## src/rtl/mem_bus_unit.sv

```systemverilog
// ============================================================================
// mem_bus_unit : single-access memory bus unit (strobe/ack handshake)
// Optional abort-on-timeout enabled by defining BUS_TIMEOUT_EN.
// Revision: 1.0
// ============================================================================
`default_nettype none

module mem_bus_unit #(
  parameter int WIDTH   = 8,
  parameter int TIMEOUT = 15
) (
  input  logic             clk,
  input  logic             reset,
  input  logic [WIDTH-1:0] mar,
  input  logic [WIDTH-1:0] writedata,
  input  logic             rdreq,
  input  logic             wrreq,
  output logic [WIDTH-1:0] memdata,
  output logic             memready,
  output logic             busy,
  output logic [WIDTH-1:0] bus_adr,
  output logic [WIDTH-1:0] bus_wdata,
  output logic             bus_rd,
  output logic             bus_wr,
  input  logic [WIDTH-1:0] bus_rdata,
  input  logic             bus_ack,
  output logic             buserr
);

  localparam logic [1:0] c_IDLE   = 2'd0;
  localparam logic [1:0] c_ACCESS = 2'd1;
  localparam logic [1:0] c_DONE   = 2'd2;

  logic [1:0]       state_q, state_d;
  logic [WIDTH-1:0] bus_adr_q, bus_adr_d;
  logic [WIDTH-1:0] bus_wdata_q, bus_wdata_d;
  logic [WIDTH-1:0] memdata_q, memdata_d;
  logic             bus_rd_q, bus_rd_d;
  logic             bus_wr_q, bus_wr_d;
  logic             w_abort;
  logic             w_finish;

`ifdef BUS_TIMEOUT_EN
  localparam int c_CW = $clog2(TIMEOUT + 1);

  logic [c_CW-1:0] cnt_q, cnt_d;
  logic            err_q, err_d;

  // Ack on the final counted cycle takes priority over the abort.
  assign w_abort = (state_q == c_ACCESS) && !bus_ack && (cnt_q == c_CW'(TIMEOUT - 1));

  always_comb begin
    cnt_d = '0;
    if (state_q == c_ACCESS && !bus_ack) begin
      cnt_d = cnt_q + 1'b1;
    end
    err_d = w_abort;
  end

  always_ff @(posedge clk or posedge reset) begin
    if (reset) begin
      cnt_q <= '0;
      err_q <= 1'b0;
    end else begin
      cnt_q <= cnt_d;
      err_q <= err_d;
    end
  end

  assign buserr = err_q;
`else
  localparam int c_unused_timeout = TIMEOUT;

  assign w_abort = 1'b0;
  assign buserr  = 1'b0;
`endif

  assign w_finish = (state_q == c_ACCESS) && (bus_ack || w_abort);

  always_ff @(posedge clk or posedge reset) begin
    if (reset) begin
      state_q <= c_IDLE;
    end else begin
      state_q <= state_d;
    end
  end

  always_comb begin
    state_d = state_q;
    case (state_q)
      c_IDLE:   if (rdreq || wrreq) state_d = c_ACCESS;
      c_ACCESS: if (w_finish) state_d = c_DONE;
      c_DONE:   state_d = c_IDLE;
      default:  state_d = c_IDLE;
    endcase
  end

  // Strobes are registered: set on acceptance, cleared on the completing edge.
  always_comb begin
    bus_adr_d   = bus_adr_q;
    bus_wdata_d = bus_wdata_q;
    bus_rd_d    = bus_rd_q;
    bus_wr_d    = bus_wr_q;
    memdata_d   = memdata_q;
    if (state_q == c_IDLE && (rdreq || wrreq)) begin
      bus_adr_d   = mar;
      bus_wdata_d = writedata;
      bus_wr_d    = wrreq;
      bus_rd_d    = rdreq & ~wrreq;
    end
    if (w_finish) begin
      bus_rd_d = 1'b0;
      bus_wr_d = 1'b0;
      if (bus_rd_q) begin
        memdata_d = bus_ack ? bus_rdata : '1;
      end
    end
  end

  always_ff @(posedge clk or posedge reset) begin
    if (reset) begin
      bus_adr_q   <= '0;
      bus_wdata_q <= '0;
      bus_rd_q    <= 1'b0;
      bus_wr_q    <= 1'b0;
      memdata_q   <= '0;
    end else begin
      bus_adr_q   <= bus_adr_d;
      bus_wdata_q <= bus_wdata_d;
      bus_rd_q    <= bus_rd_d;
      bus_wr_q    <= bus_wr_d;
      memdata_q   <= memdata_d;
    end
  end

  always_comb begin
    memready  = (state_q == c_DONE);
    busy      = (state_q != c_IDLE);
    bus_adr   = bus_adr_q;
    bus_wdata = bus_wdata_q;
    bus_rd    = bus_rd_q;
    bus_wr    = bus_wr_q;
    memdata   = memdata_q;
  end

endmodule

`default_nettype wire

```

## config.mk

```make
export PLATFORM = sky130hd
export DESIGN_NAME = mem_bus_unit
export DESIGN_NICKNAME = d
export VERILOG_FILES = /design/src/rtl/mem_bus_unit.sv
export SDC_FILE = /design/constraint.sdc
export NUM_CORES = 1
export LEC_CHECK = 0
export BUFFER_PORTS_ARGS = -buffer_cell sky130_fd_sc_hd__buf_4
export CAP_MARGIN = 10
export CELL_PAD_IN_SITES_DETAIL_PLACEMENT = 2
export CELL_PAD_IN_SITES_GLOBAL_PLACEMENT = 2
export CORE_MARGIN = 2
export CORE_UTILIZATION = 28
export DETAILED_ROUTE_END_ITERATION = 7
export PLACE_DENSITY_LB_ADDON = 0.1
export SETUP_SLACK_MARGIN = 0.15
export SKIP_CTS_REPAIR_TIMING = 1
export SLEW_MARGIN = 20
export SYNTH_ARGS = -nofsm -noshare
export SYNTH_HDL_FRONTEND = slang
export SYNTH_SLANG_ARGS = --single-unit
```

## constraint.sdc

```tcl
create_clock -name clk -period 1.7 [get_ports clk]
set_clock_uncertainty 0.05 [all_clocks]
set_input_delay 0.17 -clock clk [delete_from_list [all_inputs] [get_ports clk]]
set_output_delay 0.17 -clock clk [all_outputs]
set_load 0.02 [all_outputs]
```

==> out/qor.yml <==
outcome:
  status: "finished, final reports clean"
power_and_ir_drop:
  power_density_nw_per_um2: 1863
  p_leak_nw: 0.8668
  p_switching_w: 0.001125
  power_frac_comb_pct: 48.0
  pwr-share-clk_pct: 16.0
  p_int_w: 0.002110
  ir_drop_mv: 0.5206
  pwr-share-seq_pct: 36.0
  p_sw_share_pct: 34.77
cells_and_area:
  antenna_cells: 0
  multi_input_area_um2: 417.9
  seq_area_um2: 700.7
  drive_gt1_share_pct: 68.15
  area_delta_synth_final_pct: 49.09
  fillerInstances: 400
  nNetsFinal: 165
cts:
  cts_sinks: 28
  cts_made_buffers: 3
  cts-root-buf: "clkbuf_8"
  clk_latency_ps: 270
  clock_path_buffers: 2
  clk_pin_slew_worst_paths_ps: 100
  htree_levels: 1
  cts_tree: "done"
synth:
  ys_seq_area_share_pct: 60.15
  yosys.area.top_type: "dfrtp_1"
  synthDominantCellAreaShare_pct: 60.15
  ys_ff_latch: 28
  async_flop_share_pct: 100.0
  postSynthAreaPerCell_um2: 15.96
  yosys_warnings: 0
  synth_area_um2: 1165
  synth-edff-count: 0
  ys_types: 19
  synthCells: 73
  synth.area.top_cells: "dfrtp_1, mux2_2, mux2_4"
  yosys_most_used_dff: "dfrtp_1"
  synthesis.nets: 102
sta:
  grt_setup_unrepaired: "no"
  finalWorstSetupSlack_ps: 215.1
  drv_slew: 0
  finalSetupViolCount: 0
  max_freq_mhz: 673.4
  period_share_pct: 87.35
  finalHoldViolations: 0
  setup_tns_ps: 0
  period_needed_ps: 1485
detailed_routing:
  postRouteAntennaNets: 0
  vias: 813
  drc_errors: 0
  drtIter0Drc: 13
  wl_um: 2720
  dr.pass1.iters: 2
  via_per_inst: 4.395
  avgRoutedWirePerCell_um: 14.70
worst_setup_path:
  crit_type: "reg2reg"
  required_ps: 1810
  critPathMaxStageDelay_ps: 430
  path_max_fanout: 16
  critPathLaunchType: "flop"
  reg2reg_from: "state_q[1]"
  crit_chain: "or2_4 -> nor2_8 -> buf_12 -> mux2_2"
  crit_arrival_ps: 1590
  crit_start: "state_q[1]"
  critPathSlowestCell: "dfrtp_1"
  timing.critical_path.buf_inv: 1
  cp_top_family: "flip-flops"
  endpoint_kind: "flop"
grt:
  grt_overflow: 0
  grt_pass1_vias: 873
  antenna_found_initial: 0
  grt_first_pass_wirelength_um: 4333
  grt_max_degree: 29
  track_usage_pct: 12.77
placed_design:
  gp_congestion: 0.6673
  hpwl_um: 2122
  dpl_worst_slack_ps: 108.1
  io_buffers: 56
floorplan:
  rows: 23
  fp.coreArea_um2: 4000
  initial_core_util_pct: 29.12
  die_w_um: 68.50
  die_area_um2: 4692
  io_pins: 58
  die_h_um: 68.50
run:
  drv_cap: 0
worst_hold_path:
  hp-class: "in2reg"
  min-delay-start: "bus_ack"
cell type report:
class,count,share of cell area (%)
clock buffer,3,2.378
clock inverter,1,1.729
inverter,5,1.081
multi-input combinational,38,24.06
sequential,28,40.35
tap,50,3.602
timing repair buffer,60,26.80
cells in the final DEF, fill, tap and decap left out, drive strengths merged, types with 2 or more instances in the layout:
cell type  count
nor2           3
a21oi          2
buf           59
mux2          24
inv            5
clkbuf         3
dfrtp         28
worst register-to-register path, stage by stage (launching register included):
cell and delay [ps]:
dfrtp_1 430, or2_4 290, nor2_8 90, buf_12 170
mux2_2 350
per-layer routing:
layer	track usage, %	vias up	part of all wire, %
met1	15.36	409	38
met3	3.084	2	5.6
met2	22.84	26	55
met5	0	-	0
met4	3.000	0	0.74
li1	-	376	-
per-stage QoR:
stage | instance area [um^2] | power, W | cells | utilization [%] | hold WS (ps)
detailed placement | 1635 | 0.002741 | 179 | 40.88 | 237.9
CTS | 1707 | 0.003275 | 183 | 42.67 | -64.31
finish | 1737 | 0.003235 | 185 | 43.42 | 36.26
floorplan | 1165 | 0.002076 | 73 | - | 185.4
global route | 1737 | 0.003453 | 185 | 43.42 | 30.69
global placement | 1635 | 0.002688 | 179 | 40.88 | 216.3
kinds of logic after synthesis:
logic type,synth area share [%]
flops,60.15
other cells,0.3219
buf+inv,3.975
mux,26.42
compound gates,3.545
simple gates,5.585
sequential cells by signal (all words and copies together) (netlist names):
signal     cells
bus_rd         1
bus_wdata      8
memdata        8
bus_adr        8
state_q        2
bus_wr         1
synth_stat cells (2+ instances only):
master   instances
a21oi_1          2
dfrtp_1         28
inv_1            5
mux2_2          14
mux2_4          10
power groups by stage:
stage | clock, W | sequential [W] | combinational, W
3_5_place_dp | 0 | 0.00119 | 0.00155
4_1_cts | 0.000541 | 0.00118 | 0.00156
5_1_grt | 0.000580 | 0.00121 | 0.00166
3_3_place_gp | 0 | 0.00117 | 0.00152
2_1_floorplan | 0 | 0.00153 | 0.000542
6_report | 0.000517 | 0.00116 | 0.00155
final timing paths:
check                                    end  slack [ps]  cells after the start
min in group asynchronous         bus_adr[7]         480                      4
worst max-delay path            bus_wdata[6]         220                      4
worst min-delay path              state_q[0]          40                      2
worst max register to register  bus_wdata[6]         220                      4
worst min register to register    state_q[0]         460                      1
max in group asynchronous         bus_adr[1]         850                      4
Power figures use the tool's default switching activity.
